--- config.mk ---
export PLATFORM = sky130hd
export DESIGN_NAME = sar_conv_sequencer
export DESIGN_NICKNAME = d
export VERILOG_FILES = /design/src/rtl/sar_conv_sequencer.sv
export SDC_FILE = /design/constraint.sdc
export NUM_CORES = 1
export LEC_CHECK = 0
export ABC_AREA = 1
export CAP_MARGIN = 20
export CORE_MARGIN = 2
export CORE_UTILIZATION = 25
export CTS_BUF_LIST = sky130_fd_sc_hd__clkbuf_8 sky130_fd_sc_hd__clkbuf_16
export DETAILED_ROUTE_END_ITERATION = 7
export PLACE_DENSITY_LB_ADDON = 0.12
export RECOVER_POWER = 50
export SYNTH_ARGS = -nofsm -noshare
export SYNTH_HDL_FRONTEND = slang
export SYNTH_SLANG_ARGS = --single-unit
--- constraint.sdc ---
create_clock -name clk -period 4.3 [get_ports clk]
set_input_delay 0.645 -clock clk [delete_from_list [all_inputs] [get_ports clk]]
set_output_delay 0.645 -clock clk [all_outputs]
set_load 0.02 [all_outputs]
--- src/rtl/sar_conv_sequencer.sv ---
// rtl/sar_conv_sequencer.sv - SAR conversion launcher, result tagger and FWFT result FIFO
// Periodic/single-shot cnvst generation, eoc capture with sequence tags, sticky error flags.
module sar_conv_sequencer #(
    parameter int DATA_W     = 10,
    parameter int SEQ_W      = 6,
    parameter int CNT_W      = 16,
    parameter int TIMEOUT    = 64,
    parameter int FIFO_DEPTH = 4
) (
    input  logic                          clk,
    input  logic                          rst,
    input  logic                          en,
    input  logic [CNT_W-1:0]              period,
    input  logic                          trig,
    input  logic                          clr_flags,
    output logic                          cnvst,
    input  logic [DATA_W-1:0]             sar_in,
    input  logic                          eoc_in,
    output logic [SEQ_W+DATA_W-1:0]       dout,
    output logic                          dout_valid,
    input  logic                          dout_ready,
    output logic [$clog2(FIFO_DEPTH):0]   fifo_count,
    output logic                          busy,
    output logic                          overrun,
    output logic                          tick_miss,
    output logic                          timeout_err
);

    localparam int AW = $clog2(FIFO_DEPTH);
    localparam int TW = $clog2(TIMEOUT);
    localparam int EW = SEQ_W + DATA_W;
    localparam logic [AW:0]   FULL_CNT = (AW+1)'(FIFO_DEPTH);
    localparam logic [TW-1:0] TO_LAST  = TW'(TIMEOUT - 1);

    typedef enum logic [1:0] {S_IDLE, S_LAUNCH, S_WAIT_EOC, S_CAPTURE} state_t;

    state_t              state_q, state_d;
    logic [CNT_W-1:0]    cnt_q, cnt_d;
    logic [TW-1:0]       tcnt_q, tcnt_d;
    logic                pending_q, pending_d;
    logic [SEQ_W-1:0]    seq_q, seq_d;
    logic [DATA_W-1:0]   res_q, res_d;
    logic [EW-1:0]       mem_q [FIFO_DEPTH];
    logic [EW-1:0]       mem_d [FIFO_DEPTH];
    logic [AW-1:0]       wr_q, wr_d, rd_q, rd_d;
    logic [AW:0]         count_q, count_d;
    logic                ovr_q, ovr_d, miss_q, miss_d, to_q, to_d;
    logic                tick, push, pop, wr_en;

    always_comb begin
        state_d   = state_q;
        cnt_d     = cnt_q;
        tcnt_d    = tcnt_q;
        pending_d = pending_q;
        seq_d     = seq_q;
        res_d     = res_q;
        mem_d     = mem_q;
        wr_d      = wr_q;
        rd_d      = rd_q;
        tick      = 1'b0;
        push      = 1'b0;
        // Sticky flags: clear first so a same-cycle event still sets them.
        ovr_d     = ovr_q  & ~clr_flags;
        miss_d    = miss_q & ~clr_flags;
        to_d      = to_q   & ~clr_flags;

        if (en) begin
            if (cnt_q == '0) begin
                tick  = 1'b1;
                cnt_d = period;
            end else begin
                cnt_d = cnt_q - CNT_W'(1);
            end
        end else begin
            cnt_d = period;
        end

        if (tick && pending_q) miss_d = 1'b1;

        unique case (state_q)
            S_IDLE: begin
                if (tick || pending_q || (trig && !en)) begin
                    state_d   = S_LAUNCH;
                    pending_d = 1'b0;
                    tcnt_d    = '0;
                end
            end
            S_LAUNCH: begin
                state_d = S_WAIT_EOC;
                tcnt_d  = tcnt_q + TW'(1);
            end
            S_WAIT_EOC: begin
                if (eoc_in) begin
                    res_d   = sar_in;
                    state_d = S_CAPTURE;
                end else if (tcnt_q == TO_LAST) begin
                    to_d    = 1'b1;
                    state_d = S_IDLE;
                end else begin
                    tcnt_d = tcnt_q + TW'(1);
                end
            end
            S_CAPTURE: begin
                push    = 1'b1;
                seq_d   = seq_q + SEQ_W'(1);
                state_d = S_IDLE;
            end
            default: state_d = S_IDLE;
        endcase

        if (tick && state_q != S_IDLE) pending_d = 1'b1;

        // A pop frees the slot before the push lands, so full+pop+push is not an overrun.
        pop   = (count_q != '0) && dout_ready;
        wr_en = push && ((count_q != FULL_CNT) || pop);
        if (push && !wr_en) ovr_d = 1'b1;
        if (pop) rd_d = rd_q + AW'(1);
        if (wr_en) begin
            mem_d[wr_q] = {seq_q, res_q};
            wr_d        = wr_q + AW'(1);
        end
        count_d = count_q + (AW+1)'(wr_en) - (AW+1)'(pop);
    end

    always_ff @(posedge clk) begin
        if (rst) begin
            state_q   <= S_IDLE;
            cnt_q     <= period;
            tcnt_q    <= '0;
            pending_q <= 1'b0;
            seq_q     <= '0;
            res_q     <= '0;
            mem_q     <= '{default: '0};
            wr_q      <= '0;
            rd_q      <= '0;
            count_q   <= '0;
            ovr_q     <= 1'b0;
            miss_q    <= 1'b0;
            to_q      <= 1'b0;
        end else begin
            state_q   <= state_d;
            cnt_q     <= cnt_d;
            tcnt_q    <= tcnt_d;
            pending_q <= pending_d;
            seq_q     <= seq_d;
            res_q     <= res_d;
            mem_q     <= mem_d;
            wr_q      <= wr_d;
            rd_q      <= rd_d;
            count_q   <= count_d;
            ovr_q     <= ovr_d;
            miss_q    <= miss_d;
            to_q      <= to_d;
        end
    end

    assign cnvst       = (state_q == S_LAUNCH);
    assign busy        = (state_q == S_LAUNCH) || (state_q == S_WAIT_EOC);
    assign dout        = mem_q[rd_q];
    assign dout_valid  = (count_q != '0);
    assign fifo_count  = count_q;
    assign overrun     = ovr_q;
    assign tick_miss   = miss_q;
    assign timeout_err = to_q;

endmodule

# Word level (Yosys, flattened, before mapping)
# Cells that the tools add are included.
word_totals:
  reg_bits: 115
  in_bits: 33
  output_inout_bits: 25
  word_cells: 93
op_classes:
  addsub: 7
  n_lt_le_gt_ge: 3
  n_eq_ne: 9
  mux: 28
  bitwise: 6
  n_reduce_logical: 24
op_table:
  columns: ["operator", "count"]
  rows:
  - ["$mux 16", 6]
  - ["$bwmux 64", 1]
  - ["$bmux 16 s2", 1]
  - ["$demux 16 s2", 1]
  - ["$mux 6", 3]
  - ["$pmux 6 s3", 1]
  - ["$logic_not 16->1", 1]
  - ["$sub 16x1->16 const B", 1]
  - ["$add 6x1->6 const B", 2]
  - ["$mux 1", 11]
  - ["$pmux 2 s4", 1]
  - ["$logic_and 1x1->1", 7]
  - ["$eq 6x6->1 const B", 1]
  - ["$ge 3x3->1 const B", 2]
  - ["$mux 2", 3]
  - ["$ne 2x2->1 const B", 3]
  - ["$ne 3x3->1 const B", 2]
  - ["$not 2->3", 2]
  - ["$reduce_and 2->1", 3]
  - ["$reduce_bool 2->1", 3]
  - ["$reduce_bool 3->1", 2]
  - ["$add 2x1->2 const B", 2]
  - ["$eq 2x2->1 const B", 2]
  - ["$logic_or 1x1->1", 4]
  - ["other kinds (9)", 12]

# Depth between registers and ports, before layout
# Gate-level depths: netlist (run 1).
depth:
  word_depth: 8
  ltp_mapped: 11
  ltp_nobuf: 11

# Worst setup path before layout (run 1)
# No wires, ideal clock.
synth_path:
  kind: "register to register"
  from: "register count_q[1], in the netlist fifo_count[1]"
  to: "register count_q[2], in the netlist fifo_count[2]"
  setup_time_ns: 0.128
  arrival_time_ns: 1.925
  t_required_ns: 4.172
  setup_slack_ns: 2.247
  stages_incl_launch_ff: 11
  n_path_buf: 0
  period_less_slack_ns: 2.053
  cell_sequence: "dfxtp_1 > nor2_2 > nand2_1 > nand2_1 > inv_1 > ha_1 > inv_1 > ha_1 > fa_1 > xnor2_1 > nor2_1"
synth_between:
  elab_chain_len: 6
  word_cells_on_any_way: 7
  cone_classes: "2 x add/sub; 1 x eq/ne; 4 x reduce/logical"
synth_rtl:
  columns: ["element", "line", "text"]
  rows:
  - ["from (decl)", "46", "logic [AW:0] count_q, count_d;"]
  - ["from (signal assigned)", "150", "count_q <= count_d;"]
  - ["$reduce_bool 3->1 (*)", null, null]
  - ["via dout_valid", "20", "output logic dout_valid,"]
  - ["$logic_and 1x1->1 (*)", "114", "pop = (count_q != '0) && dout_ready;"]
  - ["via pop", "48", "logic tick, push, pop, wr_en;"]
  - ["$logic_or 1x1->1", "115", "wr_en = push && ((count_q != FULL_CNT) || pop);"]
  - ["$logic_and 1x1->1", "115", null]
  - ["$add 3x1->3", "122", "count_d = count_q + (AW+1)'(wr_en) - (AW+1)'(pop);"]
  - ["$sub 3x1->3 (*)", "122", null]
# Mark *: on every way through the listed nets, which the timed path passes. The rest lies on a longest branch.
# A chain may end at the register's enable or synchronous reset.

# Final worst setup path (run 1)
layout_path:
  from: "input port rst"
  to: "register seq_q[2]"
layout_rtl:
  columns: ["element", "line", "text"]
  rows:
  - ["from (decl)", "11", "input logic rst,"]
  - ["to (signal assigned)", "145", "seq_q <= seq_d;"]
  - ["to (decl)", "41", "logic [SEQ_W-1:0] seq_q, seq_d;"]
# No word-level cell between the ends.

==> results of run 1 <==
[cells by family (layout without fill, tap and decap cells)]
kind of cell | count (synthesis) | in the layout
adder cells (fa/ha/maj) | 16 | 16
buffers and inverters | 87 | 133
XOR/XNOR | 16 | 16
flip-flops | 115 | 115
AND/OR/NAND/NOR | 321 | 321
AO/OA/AOI/OAI | 166 | 166
[synthesized netlist by cell type, types with 8 or more instances]
cell type	instances
dfxtp_1	115
buf_1	9
xnor2_1	8
o21ai_0	58
ha_1	15
nand3_1	79
clkbuf_1	19
o22ai_1	16
inv_1	40
a21oi_1	82
nand2_1	119
nor2_1	88
xor2_1	8
[registers in the layout, summed over array words and instances (netlist names), 2 cells and up]
register and count:
res_q 10, rd_q 2, fifo_count 3, wr_q 2
tcnt_q 6, state_q 2, mem_q 64, cnt_q 16
seq_q 6
[per-layer routing]
metal,global-route usage [%],up-vias,part of all wire (%)
met1,18.7,2208,49
met5,0,-,0
met4,4.53,0,1.3
met3,3.80,15,4.7
li1,-,2458,-
met2,21.3,108,45
[cell type report]
| type | count | area share [%] |
|---|---|---|
| clock buffer | 17 | 6.45 |
| clock inverter | 14 | 1.90 |
| inverter | 43 | 2.54 |
| multi-input combinational | 519 | 40.3 |
| sequential | 115 | 34.9 |
| tap | 275 | 5.22 |
| timing repair buffer | 59 | 8.74 |
[power by group]
group,leakage [nW],internal [mW],switching (mW)
clock,0.282,0.835,0.498
sequential,0.934,1.12,0.0686
combinational,1.17,0.337,0.531
[worst paths after layout]
check / from / slack, ns / end / cells past startpoint
worst min-delay path: mem_q[21] / 0.46 / mem_q[21] / 2
worst min register to register: mem_q[21] / 0.46 / mem_q[21] / 2
worst max register to register: cnt_q[0] / 1.70 / cnt_q[6] / 9
worst max-delay path: rst / 0.78 / seq_q[2] / 3
[metrics by stage]
step | utilization, % | instances | hold slack, ns | setup slack [ns]
2_1_floorplan | - | 721 | 0.436 | 2.25
3_3_place_gp | 28.7 | 1011 | 0.445 | 1.60
3_5_place_dp | 28.7 | 1011 | 0.449 | 1.59
4_1_cts | 31.3 | 1042 | 0.458 | 1.12
5_1_grt | 31.2 | 1042 | 0.468 | 0.501
6_report | 31.2 | 1042 | 0.457 | 0.776
[critical path, cell delays in order]
cell,delay (ns)
buf_2,0.08
clkbuf_1,2.67
nor3_1,0.18
==> flow_results.org, run 1 <==
** Status
- The flow ran to the end, but the final reports show violations.
- The checks that failed: capacitance limit, slew limit.

** Die
- In this run the count of I/O pins placed on the die edge is 58.
- After floorplanning, the core was divided into 53 placement rows.
- The die is roughly 150 microns tall.
- Measured along the x axis, the die boundary spans between 150 and 200 microns.
- Die outline area :: between 20,000 and 25,000 sq um
- Once the floorplan was initialized, standard cells occupied between 20 and 30% of the core.
- The core region is approximately 21,000 sq um.

** CTS
- CTS tree :: done
- The clock passes through at most 2 buffers.
- TritonCTS Buffers :: 17
- Clock transition at the registers of the reported paths :: 0.05 ns
- Hold buffer count at CTS :: 0
- In this run the number of H-tree levels came out at 4.
- Once the clock tree was built, the resizer swapped 0 gates to a different size.
- The number of setup buffers added after CTS is 0.
- The clock reaches the later pin of the worst-skew pair after just over 0.4 ns.
- Clock net sink count :: between 100 and 150
- Cell at the root of the clock tree :: clkbuf_16

** STA
- The worst pin sits at a relative slew slack of -155%.
- Final Setup Violations :: 0
- For the pin with the worst max-slew slack, the measured transition is approximately 3.8 ns.
- Based on the critical path, the design can be clocked at up to 284 MHz.
- Share of the clock period used by the worst path :: just over 80%
- The number of hold-slack violations in the final timing report was 0.
- The final-report max-slew violation count is 80.
- Shortest period the worst path allows :: about 3.5 ns
- Summed over all failing endpoints, the final setup total negative slack is 0 ns.
- RSZ-0062 raised after global routing :: no
- Clock skew on the completed layout was measured at between 0.009 and 0.01 ns.

** Finish
- In the layout the commonest cells are 120 x nand2_1, 115 x dfxtp_1, 90 x nor2_1.
- Nets@finish :: ~800
- Leaving out fill and tap cells, the most frequent cell in the layout is nand2_1.
- Compared with the post-synthesis result, the final layout area differs by 21.8%.
- Count of inserted antenna diode cells :: 0
- Summing all non-filler instances in the final layout gives an area of 6600 sq um.
- The multi-input combinational cells in the finished layout cover a total of ~2700 sq um.
- The post-route netlist has 7.69% of its cells at a drive strength greater than 1.
- Number of fill cells in the layout :: ~2,300
- Reg area :: roughly 2300 sq um

** Global route
- The first global-routing pass estimated ~24 mm of wire.
- Global routing used 13.8% of the available tracks across all layers.
- Initial antenna violation count :: 0
- Entering global routing, the biggest net connects 80 pins.
- Grt total ovfl :: 0
- Via count of the first global-routing pass :: 4,492

** Detailed routing
- Number of DRC markers after the initial detailed-route iteration :: 302
- Final wirelength :: approximately 15 mm
- For this run, design rule violations remaining after detail routing come to 0.
- The detailed router placed around 4,800 vias in this run.
- After detailed routing, the average wire length per cell comes to 14.4 microns.
- Using the TritonRoute via totals, the vias-per-cell ratio works out to roughly 4.6.
- DRT Pass-1 Iters :: 5
- Number of nets with antenna violations after detailed routing :: 0

** Synthesis
- After synthesis, the netlist uses 35 different library cells.
- Share of the synthesized netlist area taken by xor and xnor gates :: under 10%
- Of the synthesized area, sequential elements account for a little over two fifths.
- In the synthesized netlist the async set-or-reset flop fraction comes to 0%.
- In the synthesized netlist, mux cells make up 0% of the area.
- Cell taking the most area after synthesis :: dfxtp_1
- Most instantiated flip-flop cell in the synthesis netlist :: dfxtp_1
- The synthesized netlist devotes around 16% of its cell area to compound gates.
- By area, the combinational part of the netlist is dominated by simple AND/OR/NAND/NOR gates.
- Counting flops with a built-in enable in the synthesized netlist gives 0.
- Number of nets in the synthesized netlist :: 770
- Netlist area before placement :: 5420 sq um
- The Yosys step of the flow raised 0 warnings.
- Largest cells by area after synthesis :: dfxtp_1 43%, nand2_1 8.2%, a21oi_1 7.6%
- After synthesis, the mean cell area works out to approximately 7.5 sq um.
- Number of storage elements in the synthesis netlist :: ~120
- The synthesized netlist devotes between 20% and 30% of its cell area to simple gates.
- After Yosys synthesis, full adders, half adders and majority gates account for 3.83% of the synthesized area.
- Post-synth top area share :: between 40% and 50%
- Post-Synthesis Cells :: approximately 720

** Critical path
- The worst setup path is of the primary input to flip-flop kind.
- Nature of the critical path endpoint :: flip-flop
- In this run the worst path has a maximum fanout of 79.
- Data arrives at the worst endpoint at roughly 3.6 ns.
- The worst setup path is launched from a primary input.
- At the worst endpoint, the required time is roughly 4.4 ns.

** Pwr
- The worst-case IR drop observed on VDD is roughly 270 uV.
- Lkg Pwr :: 2.39 nW
- Ratio of total power to cell area :: a little over 500 nW/um^2
- Sum of internal, switching and leakage power :: about 3.4 mW

** Placed design
- Port Buffer Count :: between 50 and 60
- Routability cong. :: about 0.75
- Placed standard-cell area :: about 6100 sq um
- Detail Placement HPWL :: 9.69 mm

** Job
- Max-cap violations in this run came to 1.

** Worst hold path
- Worst hold-check path type :: flip-flop to flip-flop
Note: power is estimated with default switching activity, not from simulation.
==> run 2: changes to the inputs <==
clock period = 3.3 ns   (was 4.3 ns; I/O delays follow)
==> flow_results.org, run 2 (synthesis results as in run 1) <==
** Job
- Number of maximum-capacitance violations :: 0

** CTS
- Clock transition at the registers of the reported paths :: approximately 0.06 ns
- Post-CTS setup buffer count :: 0
- After clock tree synthesis, the flow added hold-fix buffers numbering 0.
- CTS tree :: done
- CTS Buffer Depth :: 2
- Clock latency on the worst-skew pair :: 0.41 ns
- TritonCTS created 17 clock buffers.
- The H-tree generated during clock tree synthesis spans 4 levels.
- After clock tree synthesis, the repair step resized 0 gates.
- Clock net sink count :: roughly 120
- Cell at the root of the clock tree :: clkbuf_16

** Finish
- Util after Layout :: between 30% and 40%
- Biggest regs :: mem_q x64, cnt_q x16, res_q x10
- Number of fill cells in the layout :: roughly 2,300
- Final cell count without fillers :: around 1,100
- In the final design database the tool counted roughly 810 nets.
- Most common cell after layout, fill and taps aside :: nand2_1
- Number of flip-flops under the largest register name :: 64
- Share of cells above drive strength 1 :: approximately 8%
- Commonest non-fill, non-tap cells in the layout :: 124 x nand2_1, 115 x dfxtp_1, 92 x nor2_1
- The number of antenna diodes in the final layout is 0.
- Top reg by flops :: mem_q
- The area growth from synthesis to layout is 23.4%.

** Pwr
- Lkg Pwr :: 2.41 nW
- Share of power burned in registers :: 33.5%
- Sum of internal, switching and leakage power :: ~4.6 mW
- Internal power contribution :: between 3 and 4 mW
- Part of the power in combinational logic :: 25.2%
- VDD sags by at most approximately 340 uV.
- The analysis attributes to net switching a power of between 1 and 1.5 mW.
- Switching share of power :: a little under a third
- Of the total power, the clock network draws 41.3%.
- Ratio of total power to cell area :: just under 700 nW/um^2

** Die
- Starting density of the core :: 25.6%
- The core region is approximately 21,000 sq um.
- The die is roughly 150 microns tall.
- Row generation in the floorplan step produced 53 rows.
- 58 I/O pins were placed.
- Die outline area :: between 20,000 and 25,000 sq um
- The die is 151 microns wide.

** Detailed routing
- Post-route DRC :: 0
- After detailed routing, the number of vias per cell comes to ~4.6.
- Number of DRC markers after the initial detailed-route iteration :: 267
- Wires add up to roughly 16 mm.
- Number of nets with antenna violations after detailed routing :: 0
- WL/cell :: 14.9 microns
- Number of vias in the routed layout :: about 5,000
- DRT Pass-1 Iters :: 5

** Global route
- Grt total ovfl :: 0
- Met2 routing resource usage after global routing :: 23.1%
- In the global route stage, met1 resource usage came out at a little under a fifth.
- Total global-route track usage :: between 10% and 20%
- Initial antenna violation count :: 0
- Global-route met3 utilization :: under 10%
- The via count of the first global-routing pass was about 4,800.
- Entering global routing, the biggest net connects 80 pins.
- The first global-routing pass estimated between 20 and 30 mm of wire.
- met2 is the most crowded layer.

** Critical path
- The critical path in this run is classified as flip-flop to output port.
- Worst setup SP type :: flip-flop
- STA classifies the critical path endpoint as an output port.
- Data on the critical path is required at its endpoint by 2.80 ns.
- Largest fanout of any net on the critical path :: 14
- STA puts the critical path data arrival time at between 2 and 2.5 ns.

** Worst hold path
- In this run the worst hold path is classified as flip-flop to flip-flop.

** STA
- The number of hold-slack violations in the final timing report came to 0.
- After routing, the total negative slack on setup checks comes to 0 ns.
- Static timing analysis puts the maximum clock frequency at roughly 350 MHz.
- Total count of max-transition violations in the final report :: 0
- Share of the clock period used by the worst path :: ~88%
- The worst pin sits at a relative slew slack of between 30% and 40%.
- Final Setup Violations :: 0
- Final setup skew :: between 0.01 and 0.015 ns
- Setup repair after global routing left no endpoint under its margin.
- The worst path in the final design needs a cycle of about 2.9 ns, including I/O delays and setup.
- At the pin with the least slew margin, the transition time is between 0.9 and 1 ns.

** Placed design
- The count of buffers added on input and output ports is 57.
- The number of placed instances, taps included, is 1,021.
- Routability cong. :: roughly 0.75
- Detail Placement HPWL :: between 10 and 15 mm

** Status
- The flow ran to the end, and the final reports show no timing, DRC or antenna violations.
[run 2: cell types whose count changed in the layout (fill, tap and decap cells not counted), moves of 2 or more]
cell,change
clkinvlp_4,-2
buf_4,+8
nor2_1,+2
nor2_2,-2
nand2_1,+4
inv_1,-3
bufinv_16,+2
nand2_4,-4
clkbuf_1,+2
[run 2: area by class of cell]
class                      count  area, sq um  share of cell area, %
clock buffer                  18          439                   6.57
clock inverter                12          164                   2.45
inverter                      43          169                   2.53
multi-input combinational    519         2620                   39.2
sequential                   115         2300                   34.5
tap                          275          344                   5.15
timing repair buffer          69          644                   9.64
[run 2: power groups by stage]
stage | sequential [mW] | clock (mW) | combinational [mW]
finish | 1.54 | 1.90 | 1.16
global route | 1.56 | 2.01 | 1.29
detailed placement | 1.58 | 0 | 1.19
CTS | 1.55 | 1.94 | 1.20
global placement | 1.57 | 0 | 1.19
floorplan | 1.57 | 0 | 0.740
[run 2: worst max-delay path: stages (launching register included)]
cell             delay, ns
dfxtp_1               0.30
inv_1                 0.36
clkbuf_1              0.37
o21ai_0               0.15
o22ai_1               0.17
clkdlybuf4s50_1       0.63
[run 2: per-stage QoR]
stage | setup slack (ns) | cell area [sq um] | hold slack [ns]
finish | 0.409 | 6680 | 0.457
CTS | 0.499 | 6750 | 0.459
global placement | 0.831 | 6150 | 0.446
floorplan | 1.25 | 5420 | 0.436
global route | 0.236 | 6680 | 0.478
detailed placement | 0.830 | 6150 | 0.449
[run 2: per-layer routing]
layer / wire length (microns) / vias up
met4: 189 / 0
met1: 7430 / 2277
met5: 0 / -
met3: 642 / 12
li1: - / 2480
met2: 7410 / 94
[run 2: path summary, 6_finish.rpt]
kind | startpoint | endpoint | slack (ns) | cells after the start
hold reg to reg | mem_q[29] | mem_q[29] | 0.46 | 2
setup / recovery | rd_q[0] | dout[4] | 0.41 | 5
hold / removal | mem_q[29] | mem_q[29] | 0.46 | 2
setup reg to reg | state_q[0] | mem_q[16] | 0.58 | 7
